## src/rtl/reg_access_seq.sv

```systemverilog
// Operand-fetch / writeback sequencer in front of a 16-entry register file.
// Tracks outstanding writebacks in a busy scoreboard so operands are never read stale.
module reg_access_seq #(
  parameter int N = 19,
  parameter int M = 3
) (
  input  logic         clk,
  input  logic         rst_n,
  input  logic         op_valid,
  output logic         op_ready,
  input  logic [M:0]   op_s0,
  input  logic [M:0]   op_s1,
  input  logic [M:0]   op_dest,
  input  logic         op_wr,
  output logic         rd_valid,
  input  logic         rd_ready,
  output logic [N:0]   rd_a,
  output logic [N:0]   rd_b,
  input  logic         wb_valid,
  output logic         wb_ready,
  input  logic [M:0]   wb_addr,
  input  logic [N:0]   wb_data,
  output logic [N:0]   rf_in,
  output logic [M:0]   rf_dest,
  output logic [M:0]   rf_s0,
  output logic [M:0]   rf_s1,
  output logic         rf_s0_en,
  output logic         rf_s1_en,
  input  logic [N:0]   rf_o1,
  input  logic [N:0]   rf_o2
);

  localparam int REGS = 2 ** (M + 1);

  typedef enum logic [1:0] {IDLE, ISSUE, CAPTURE, RESP} state_t;

  state_t          state, state_nxt;
  logic [REGS-1:0] busy, busy_eff, busy_nxt;
  logic            op_accept;

  assign wb_ready = 1'b1;

  // A writeback landing this cycle frees its register for an op accepted on the same edge.
  always_comb begin
    busy_eff = busy;
    if (wb_valid)
      busy_eff[wb_addr] = 1'b0;
  end

  always_comb begin
    op_ready  = 1'b0;
    state_nxt = state;
    case (state)
      IDLE: begin
        op_ready = rst_n && !busy_eff[op_s0] && !busy_eff[op_s1] &&
                   !(op_wr && busy_eff[op_dest]);
        if (op_valid && op_ready)
          state_nxt = ISSUE;
      end
      ISSUE:   state_nxt = CAPTURE;
      CAPTURE: state_nxt = RESP;
      RESP: begin
        if (rd_ready)
          state_nxt = IDLE;
      end
      default: state_nxt = IDLE;
    endcase
  end

  assign op_accept = op_valid && op_ready;

  // Set wins over clear when both hit the same index on one edge.
  always_comb begin
    busy_nxt = busy_eff;
    if (op_accept && op_wr)
      busy_nxt[op_dest] = 1'b1;
  end

  always_ff @(posedge clk or negedge rst_n) begin
    if (!rst_n) begin
      state <= IDLE;
      busy  <= '0;
    end else begin
      state <= state_nxt;
      busy  <= busy_nxt;
    end
  end

  // rf_s1_en doubles as the file's write enable, so it also fires for the ISSUE read.
  always_ff @(posedge clk or negedge rst_n) begin
    if (!rst_n) begin
      rf_s0_en <= 1'b0;
      rf_s1_en <= 1'b0;
      rf_s0    <= '0;
      rf_s1    <= '0;
      rf_dest  <= '0;
      rf_in    <= '0;
    end else begin
      rf_s0_en <= op_accept;
      rf_s1_en <= op_accept || wb_valid;
      if (op_accept) begin
        rf_s0 <= op_s0;
        rf_s1 <= op_s1;
      end
      if (wb_valid) begin
        rf_dest <= wb_addr;
        rf_in   <= wb_data;
      end
    end
  end

  always_ff @(posedge clk or negedge rst_n) begin
    if (!rst_n) begin
      rd_valid <= 1'b0;
      rd_a     <= '0;
      rd_b     <= '0;
    end else if (state == CAPTURE) begin
      rd_valid <= 1'b1;
      rd_a     <= rf_o1;
      rd_b     <= rf_o2;
    end else if (state == RESP && rd_ready) begin
      rd_valid <= 1'b0;
    end
  end

endmodule

```

## config.mk

```make
export PLATFORM = sky130hd
export DESIGN_NAME = reg_access_seq
export DESIGN_NICKNAME = d
export VERILOG_FILES = /design/src/rtl/reg_access_seq.sv
export SDC_FILE = /design/constraint.sdc
export NUM_CORES = 1
export LEC_CHECK = 0
export BUFFER_PORTS_ARGS = -buffer_cell sky130_fd_sc_hd__buf_2
export CAP_MARGIN = 30
export CORE_MARGIN = 5
export CORE_UTILIZATION = 30
export DETAILED_ROUTE_END_ITERATION = 8
export PLACE_DENSITY = 0.5
export SLEW_MARGIN = 10
export SYNTH_ARGS = -nofsm -noshare
export SYNTH_HDL_FRONTEND = slang
export SYNTH_SLANG_ARGS = --single-unit
```

## constraint.sdc

```tcl
create_clock -name clk -period 6.8 [get_ports clk]
set_input_delay 1.02 -clock clk [delete_from_list [all_inputs] [get_ports clk]]
set_output_delay 1.02 -clock clk [all_outputs]
set_load 0.005 [all_outputs]
```

# Word-level counts from Yosys, hierarchy flattened

Index checks and enable logic that the tools add are counted.

Equal/unequal tests: 5
Bitwise logic cells: 3
Multiplexer cells: 18
Magnitude comparators: 6
Reduce and logical (&&, ||, !) cells: 17

Operators with widths:

| operator                                                                     | number |
|---|---|
| 16-bit two-way mux                                                           | 2 |
| 4-bit by 5-bit less-than comparator with 1-bit output, second input constant | 4 |
| 16-bit bitwise AND                                                           | 1 |
| 16-bit NOT                                                                   | 1 |
| 16-bit OR                                                                    | 1 |
| 1-bit binary-select mux with 4-bit select                                    | 3 |
| 1-bit logical AND                                                            | 10 |
| 1-bit demux with 4-bit select                                                | 2 |
| 4-bit by 1-bit >= comparator with 1-bit output, second input constant        | 2 |
| 1-bit two-way mux                                                            | 8 |
| 2-bit case mux with 4 select lines                                           | 1 |
| 2-bit equality test, second input constant                                   | 2 |
| 2-bit two-way mux                                                            | 2 |
| 2-bit != test, second input constant                                         | 2 |
| 1-bit logical NOT                                                            | 3 |
| 2-bit by 1-bit equality test with 1-bit output, second input constant        | 1 |
| 2-bit logical NOT                                                            | 1 |
| 2-bit AND reduction                                                          | 1 |
| 2-bit nonzero test                                                           | 1 |
| 1-bit logical OR                                                             | 1 |

Input port bits: 82
Register bits after elaboration: 93
Output and inout bits: 77
Logic and storage cells: 60

# Logic depth before layout (Yosys ltp)

Gate-level depths: netlist of run 1.

Depth in word-level cells: 17
Depth in mapped cells: 10
Gate-level depth less buffers: 8

# Least setup slack after synthesis of run 1

Ideal clock, no wire load.

Path kind: input port to output port
Start point: input port wb_addr[3]
End point: output port op_ready
Data required time: 5.780 ns
Cell stages on the path: 7
Arrival: 2.665 ns
Path buffers: 0
Setup slack: 3.115 ns
Cell sequence: or3b_4 > o21ai_4 > nor2_1 > or4_1 > nand4_1 > and4bb_4 > and3_2

Cells in the longest elaborated chain, start to end: 14
Elaborated cells between the ends (all ways): 22
Those cells by class: order compare (2); mux (10); bitwise (2); reduce/logical (8)

RTL lines:

| item                                                                                                                                          | RTL line | source |
|---|---|---|
| start, declared                                                                                                                               | 21       | `input logic [M:0] wb_addr,` |
| 4-bit by 5-bit less-than comparator with 1-bit output (not written as such) or 4-bit by 1-bit >= comparator with 1-bit output (tied branches) | 47       | `busy_eff[wb_addr] = 1'b0;` |
| 1-bit logical AND (not written as such)                                                                                                       | 47       |  |
| 1-bit two-way mux (not written as such)                                                                                                       | 47       |  |
| 1-bit demux with 4-bit select *                                                                                                               | 47       |  |
| 16-bit NOT (no source line) *                                                                                                                 | n/a      |  |
| 16-bit bitwise AND (no source line) *                                                                                                         | n/a      |  |
| 16-bit two-way mux *                                                                                                                          | 46       | `if (wb_valid)` |
| 1-bit binary-select mux with 4-bit select                                                                                                     | 55       | `op_ready = rst_n && !busy_eff[op_s0] && !busy_eff[op_s1] &&` |
| 1-bit two-way mux (not written as such)                                                                                                       | 55       |  |
| 1-bit logical NOT                                                                                                                             | 55       |  |
| 1-bit logical AND (2 in series)                                                                                                               | 55       |  |
| 1-bit logical AND *                                                                                                                           | 55       |  |
| 1-bit two-way mux *                                                                                                                           | 53       | `case (state)` |
| end, declared                                                                                                                                 | 10       | `output logic op_ready,` |

Every way passes the cells marked *; elsewhere a longest branch is shown, timed or not. The select of a mux whose other input is x is not followed.

# Worst setup path in the final report of run 1

Start point: input port wb_valid
End point: output port op_ready

Cells in the longest elaborated chain, start to end: 8
Elaborated cells between the ends (all ways): 15
Those cells by class: mux (8); reduce/logical (7)

RTL lines:

| item                                      | RTL line | source |
|---|---|---|
| start, declared                           | 19       | `input logic wb_valid,` |
| 16-bit two-way mux *                      | 46       |  |
| 1-bit binary-select mux with 4-bit select | 55       |  |
| 1-bit two-way mux (not written as such)   | 55       |  |
| 1-bit logical NOT                         | 55       |  |
| 1-bit logical AND (2 in series)           | 55       |  |
| 1-bit logical AND *                       | 55       |  |
| 1-bit two-way mux *                       | 53       |  |

Marks and branches as above.

==> impl_metrics.tcl, run 1 <==
set metrics [dict create \
    status "finished clean" \
    slew_headroom 0.583 \
    grt_pass1_wl_mm 17.9 \
    crit_path_frequent_cell "buf_2" \
    period_needed_ns 4.54 \
    wl_mm 11.1 \
    required_ns 5.78 \
    yosys.cell_count.top_type "dfrtp_1" \
    final.setup.tns_ns 0 \
    cap_viol_max_count 0 \
    min_delay_worst_endpoint "rf_s0[1]$_DFFE_PN0P_" \
    worst_hold_slack_ns 0.497 \
    path_clk_slew_ns 0.06 \
    crit_path_end_kind "output port" \
    synth-main-ff-cell "dfrtp_1" \
    nNetsFinal 565 \
    area_growth_pct 30.3 \
    worst_slack_ns 2.26 \
    rsz0062_at_grt "no" \
    cts-hold-fix-buffers 0 \
    slew_viol_final 0 \
    drcViolationCount 0 \
    synth_cells 327 \
    timing.fmax_ghz 0.220 \
    report.final.hold_viol_count 0 \
    ys_types 45 \
    start_kind "primary input" \
    r2r_slack_ns 4.25 \
    num_vias 3252 \
    grt_usage 0.136 \
    cts_tree "yes" \
    die_y_um 129 \
    cts.path.max_buffers 2 \
    hpwl_mm 8.39 \
    yosysTopAreaCellShare 0.548 \
    vias_per_cell 4.90 \
    pwr_density_cell_nw_per_um2 358 \
    ctsRootBufferMaster "clkbuf_16" \
    ant_nets 0 \
    first_pass_iters 4 \
    h-tree-depth 3 \
    crit_slowest_cell "o21ai_0" \
    crit_path_max_incr_delay_ns 0.54 \
    antenna_found_initial 0 \
    overflow 0 \
    async_flop_share 1.00 \
    timing.critical_path.buf_inv 2 \
    die_x_um 129 \
    yosysTopAreaCell "dfrtp_1" \
    utilization 0.399 \
    initial_core_util 0.306 \
    reg2reg_depth 7 \
    cts_num_sinks 93 \
    cts_repair_resize_count 0 \
    period_share 0.668 \
    rows 43 \
    peakVddDrop_mv 0.182 \
    core_um2 13900 \
    yosys_register_bits 93 \
    crit_family "simple AND/OR/NAND/NOR gates" \
    fin_skew_ns 0.00618 \
    p_leak_nw 2.62 \
    grt_start_max_net_pins 69 \
    syn_nets 413 \
    postCtsSetupRepairBufs 0 \
    yosysWarnings 0 \
    synth_area_leaders "dfrtp_1 (55%), mux2_2 (19%), o31ai_1 (2.5%)" \
    ys_top_cells_by_count "dfrtp_1 (93), mux2_2 (72), nor2_1 (16), o21ai_0 (16), o31ai_1 (14)" \
    wl_per_cell_um 16.8 \
    worstPathMaxFanout 29 \
    synth_enable_flop_cells 0 \
    hold_path_class "flop to flop" \
    first_global_vias 3430 \
    cts-buffers-inserted 9 \
    avgSynthCellArea_um2 13.0 \
    crit_chain "buf_2 -> nand3b_1 -> o21ai_0 -> nor2_1 -> or4_1 -> nand4_1 -> and4bb_4 -> and3_2 -> buf_2" \
    syn_area_um2 4250 \
    drive_above_1_share 0.542 \
    finalSetupViolCount 0 \
    num-fill-cells 1387 \
    pre_cts_ws_ns 2.23 \
    holdPathStages 1 \
    gp_congestion 0.983 \
    worstReg2RegEnd "busy[8]$_DFF_PN0_" \
    drtIter0Drc 154 \
    rr_startpoint "busy[6]$_DFF_PN0_" \
    io_buffers 157 \
    arrival_ns 3.52 \
    io-pin-count 159 \
    holdCritStartpoint "rf_s0[1]$_DFFE_PN0P_" \
    clock_latency_ns 0.34 \
    tightest_slew_ns 0.625 \
    timing_worst_setup_path_type "primary input to output port" \
    diodes 0 \
    die_area_um2 16600 \
    seq_area_frac_synth 0.548 \
]
==> cell families after synthesis <==
group / Yosys count / synth area share
flops: 93 / 0.548
mux: 84 / 0.224
simple gates: 59 / 0.0786
compound gates: 57 / 0.104
buf+inv: 29 / 0.0324
fa+ha+maj: 4 / 0.0118
other cells: 1 / 0.000883
==> registers in the layout (all words and copies together), names as in the netlist, 2 cells and up <==
signal	cells
busy	16
state	2
rf_s1	4
rf_s0	4
rd_a	20
rf_in	20
rf_dest	4
rd_b	20
==> stage by stage <==
step / std cells / total power, mW / area, um^2
floorplan: 327 / 1.18 / 4250
global placement: 646 / 1.44 / 5170
detailed placement: 646 / 1.45 / 5170
CTS: 661 / 2.00 / 5490
global route: 663 / 2.12 / 5530
finish: 663 / 1.98 / 5530
==> area by class of cell <==
type	instances	area [um^2]	area share
multi-input combinational	205	1790	0.323
tap	180	225	0.0407
timing repair buffer	160	843	0.152
clock buffer	12	246	0.0445
inverter	10	37.5	0.00678
sequential	93	2330	0.421
clock inverter	3	68.8	0.0124
==> worst reg2reg max path, cell delays in order (launching register included) <==
cell and delay, ns:
dfrtp_1 0.36, o21ai_0 0.23, nor2_1 0.07, or4_1 0.48
nand4_1 0.11, and4bb_4 0.29, nand4_4 0.42, o31ai_1 0.46
==> metal layers <==
metal  vias to the layer above  track usage  wire (um)
met5                         -            0          0
met4                         0       0.0611        269
met3                        22       0.0552       1180
met2                       144        0.214       5360
met1                      1591        0.165       4340
li1                       1495            -          -
==> power by group <==
part	total (mW)	internal, mW	switching (mW)
clock	0.537	0.332	0.205
combinational	0.623	0.358	0.265
sequential	0.819	0.734	0.0853
==> cells in the final DEF (no fill, tap or decap), types with 2 or more instances in the layout <==
cell         n
o32ai_1      2
buf_2      156
a31o_2       2
mux2i_1      9
mux2_2      72
nand2b_1     8
a21oi_1      3
or4_1        2
o21ai_0     16
ha_1         3
nand2_1     12
o41ai_2      4
dfrtp_1     93
nand3_1      6
clkbuf_16    9
clkbuf_1     2
nand3b_1     5
nor2_1      16
o31ai_1     14
o2111ai_1    2
bufinv_16    2
inv_1       10
a31oi_1      2
mux2_4       2
buf_4        2
a221oi_1     3
o311a_1      2
nand4_1      2
==> worst max path at each step <==
stage / endpoint / slack, ns / start / cells past startpoint
final: op_ready / 2.26 / wb_valid / 9
after global routing: op_ready / 2.03 / wb_valid / 9
after floorplan: op_ready / 3.11 / wb_addr[3] / 7
after CTS: op_ready / 2.23 / wb_valid / 9
after detailed placement: op_ready / 2.23 / wb_valid / 9
after global placement: op_ready / 2.26 / wb_valid / 9
(Power assumes the default switching activity.)
==> run 2, diff against run 1 <==
--- a/config.mk
+++ b/config.mk
@@ -10,7 +10,7 @@
 export CORE_MARGIN = 5
 export CORE_UTILIZATION = 30
 export DETAILED_ROUTE_END_ITERATION = 8
-export PLACE_DENSITY = 0.5
+export PLACE_DENSITY = 0.52
 export SLEW_MARGIN = 10
 export SYNTH_ARGS = -nofsm -noshare
 export SYNTH_HDL_FRONTEND = slang
==> constraint.sdc (replaced) <==
create_clock -name clk -period 3.68 [get_ports clk]
set_input_delay 0.552 -clock clk [delete_from_list [all_inputs] [get_ports clk]]
set_output_delay 0.552 -clock clk [all_outputs]
set_load 0.005 [all_outputs]
==> run 2 against run 1 <==
  * Cell area increased by 1.0%
  * Via count is 0.15% higher
  * Flip-flop and latch count unchanged
  * Critical endpoint unchanged
  * Highest routed layer unchanged
==> impl_metrics.tcl, run 2 (same netlist as run 1, synthesis figures left out) <==
set metrics [dict create \
    worst_slack_ns 0.455 \
    timing_worst_setup_path_type "primary input to output port" \
    drcViolationCount 0 \
    arrival_ns 2.67 \
    overflow 0 \
    power_mw 3.65 \
    tightest_slew_ns 0.549 \
    core_um2 13900 \
    first_pass_iters 6 \
    hpwl_mm 8.24 \
    drtIter0Drc 188 \
    placedCellCount 654 \
    cts-hold-fix-buffers 0 \
    gr-usage-met2 0.213 \
    met3_usage 0.0710 \
    cap_viol_max_count 0 \
    rows 43 \
    period_share 0.876 \
    worstPathMaxFanout 5 \
    p_leak_nw 2.66 \
    path_clk_slew_ns 0.06 \
    ant_nets 0 \
    slew_headroom 0.630 \
    wl_mm 11.0 \
    pwr_density_cell_nw_per_um2 654 \
    postCtsSetupRepairBufs 0 \
    status "finished clean" \
    finalSetupViolCount 0 \
    crit_path_max_incr_delay_ns 0.49 \
    cts_repair_resize_count 0 \
    die_area_um2 16600 \
    crit_chain "buf_2 -> or2_1 -> o21ai_0 -> nor2_1 -> or4_1 -> nand4_1 -> and4bb_4 -> and3_2 -> buf_2" \
    clock_latency_ns 0.34 \
    nNetsFinal 573 \
    hold_path_class "primary input to async pin" \
    grt_start_max_net_pins 77 \
    io_buffers 157 \
    pre_cts_ws_ns 0.258 \
    required_ns 3.13 \
    io-pin-count 159 \
    vias_per_cell 4.85 \
    antenna_found_initial 0 \
    grt_usage 0.136 \
    report.final.hold_viol_count 0 \
    place_area_um2 5230 \
    reg_top3 "rd_a: 20 flops, rd_b: 20 flops, rf_in: 20 flops" \
    rsz0062_at_grt "no" \
    cts_num_sinks 93 \
    cts-buffers-inserted 9 \
    utilization 0.403 \
    fin_skew_ns 0.00710 \
    peakVddDrop_mv 0.354 \
    slew_viol_final 0 \
    crit_slowest_cell "o21ai_0" \
    num_vias 3257 \
    crit_path_end_kind "output port" \
    final_area_um2 5590 \
    num-fill-cells 1360 \
    top_usage_layer "met2" \
    diodes 0 \
    cts.path.max_buffers 2 \
    drive_above_1_share 0.554 \
    start_kind "primary input" \
    wl_per_cell_um 16.4 \
    crit_path_frequent_cell "buf_2" \
    ctsRootBufferMaster "clkbuf_16" \
    final.setup.tns_ns 0 \
    period_needed_ns 3.22 \
    layout_common_cells "buf_2 (156), dfrtp_1 (93), mux2_2 (72)" \
    layout_commonest_cell "buf_2" \
    stdcell_count 671 \
    gp_congestion 0.811 \
    first_global_vias 3369 \
    die_x_um 129 \
    die_y_um 129 \
    cts_tree "yes" \
    met1_usage 0.171 \
    timing.fmax_ghz 0.310 \
    h-tree-depth 3 \
    grt_pass1_wl_mm 17.9 \
    worst_hold_slack_ns 0.0775 \
    area_growth_pct 31.6 \
    initial_core_util 0.306 \
]
==> run 2: changes by cell type in the layout (fill, tap and decap cells not counted) <==
cell	delta
clkbuf_1	-2
clkinv_2	+2
buf_4	+8
clkbuf_8	-1
clkinv_4	+1
==> run 2: final timing paths <==
kind	start	endpoint	slack, ns	cells after the start
worst min register to register	rd_valid$_DFFE_PN0P_	rd_valid$_DFFE_PN0P_	0.48	1
worst max register to register	busy[6]$_DFF_PN0_	busy[0]$_DFF_PN0_	1.17	8
min in group clk	rf_o2[19]	rd_b[19]$_DFFE_PN0P_	0.44	2
worst min-delay path	rst_n	rd_a[13]$_DFFE_PN0P_	0.08	1
max in group asynchronous	rst_n	rf_in[12]$_DFFE_PN0P_	2.73	3
worst max-delay path	wb_addr[0]	op_ready	0.46	9
==> run 2: routing by layer <==
metal,part of all wire,vias to the layer above
met5,0,-
met1,0.40,1614
met4,0.0088,0
met2,0.48,129
met3,0.11,7
li1,-,1507
==> run 2: area by class of cell <==
class | instances | area [um^2] | area share
Tap cell | 180 | 225 | 0.0403
Clock inverter | 6 | 87.6 | 0.0157
Sequential cell | 93 | 2330 | 0.416
Clock buffer | 9 | 225 | 0.0403
Multi-Input combinational cell | 205 | 1790 | 0.319
Timing Repair Buffer | 168 | 903 | 0.162
Inverter | 10 | 37.5 | 0.00671
==> run 2: where the power goes <==
part           switching, mW  internal, mW
Sequential             0.154          1.36
Clock                  0.391         0.593
Combinational          0.492         0.669
==> run 2: critical path, delay by kind of cell <==
kind                   cells  cell delay [ns]
and+or+nand+nor            6             1.40
AOI/OAI and AO/OA          1             0.49
buffers and inverters      2             0.23
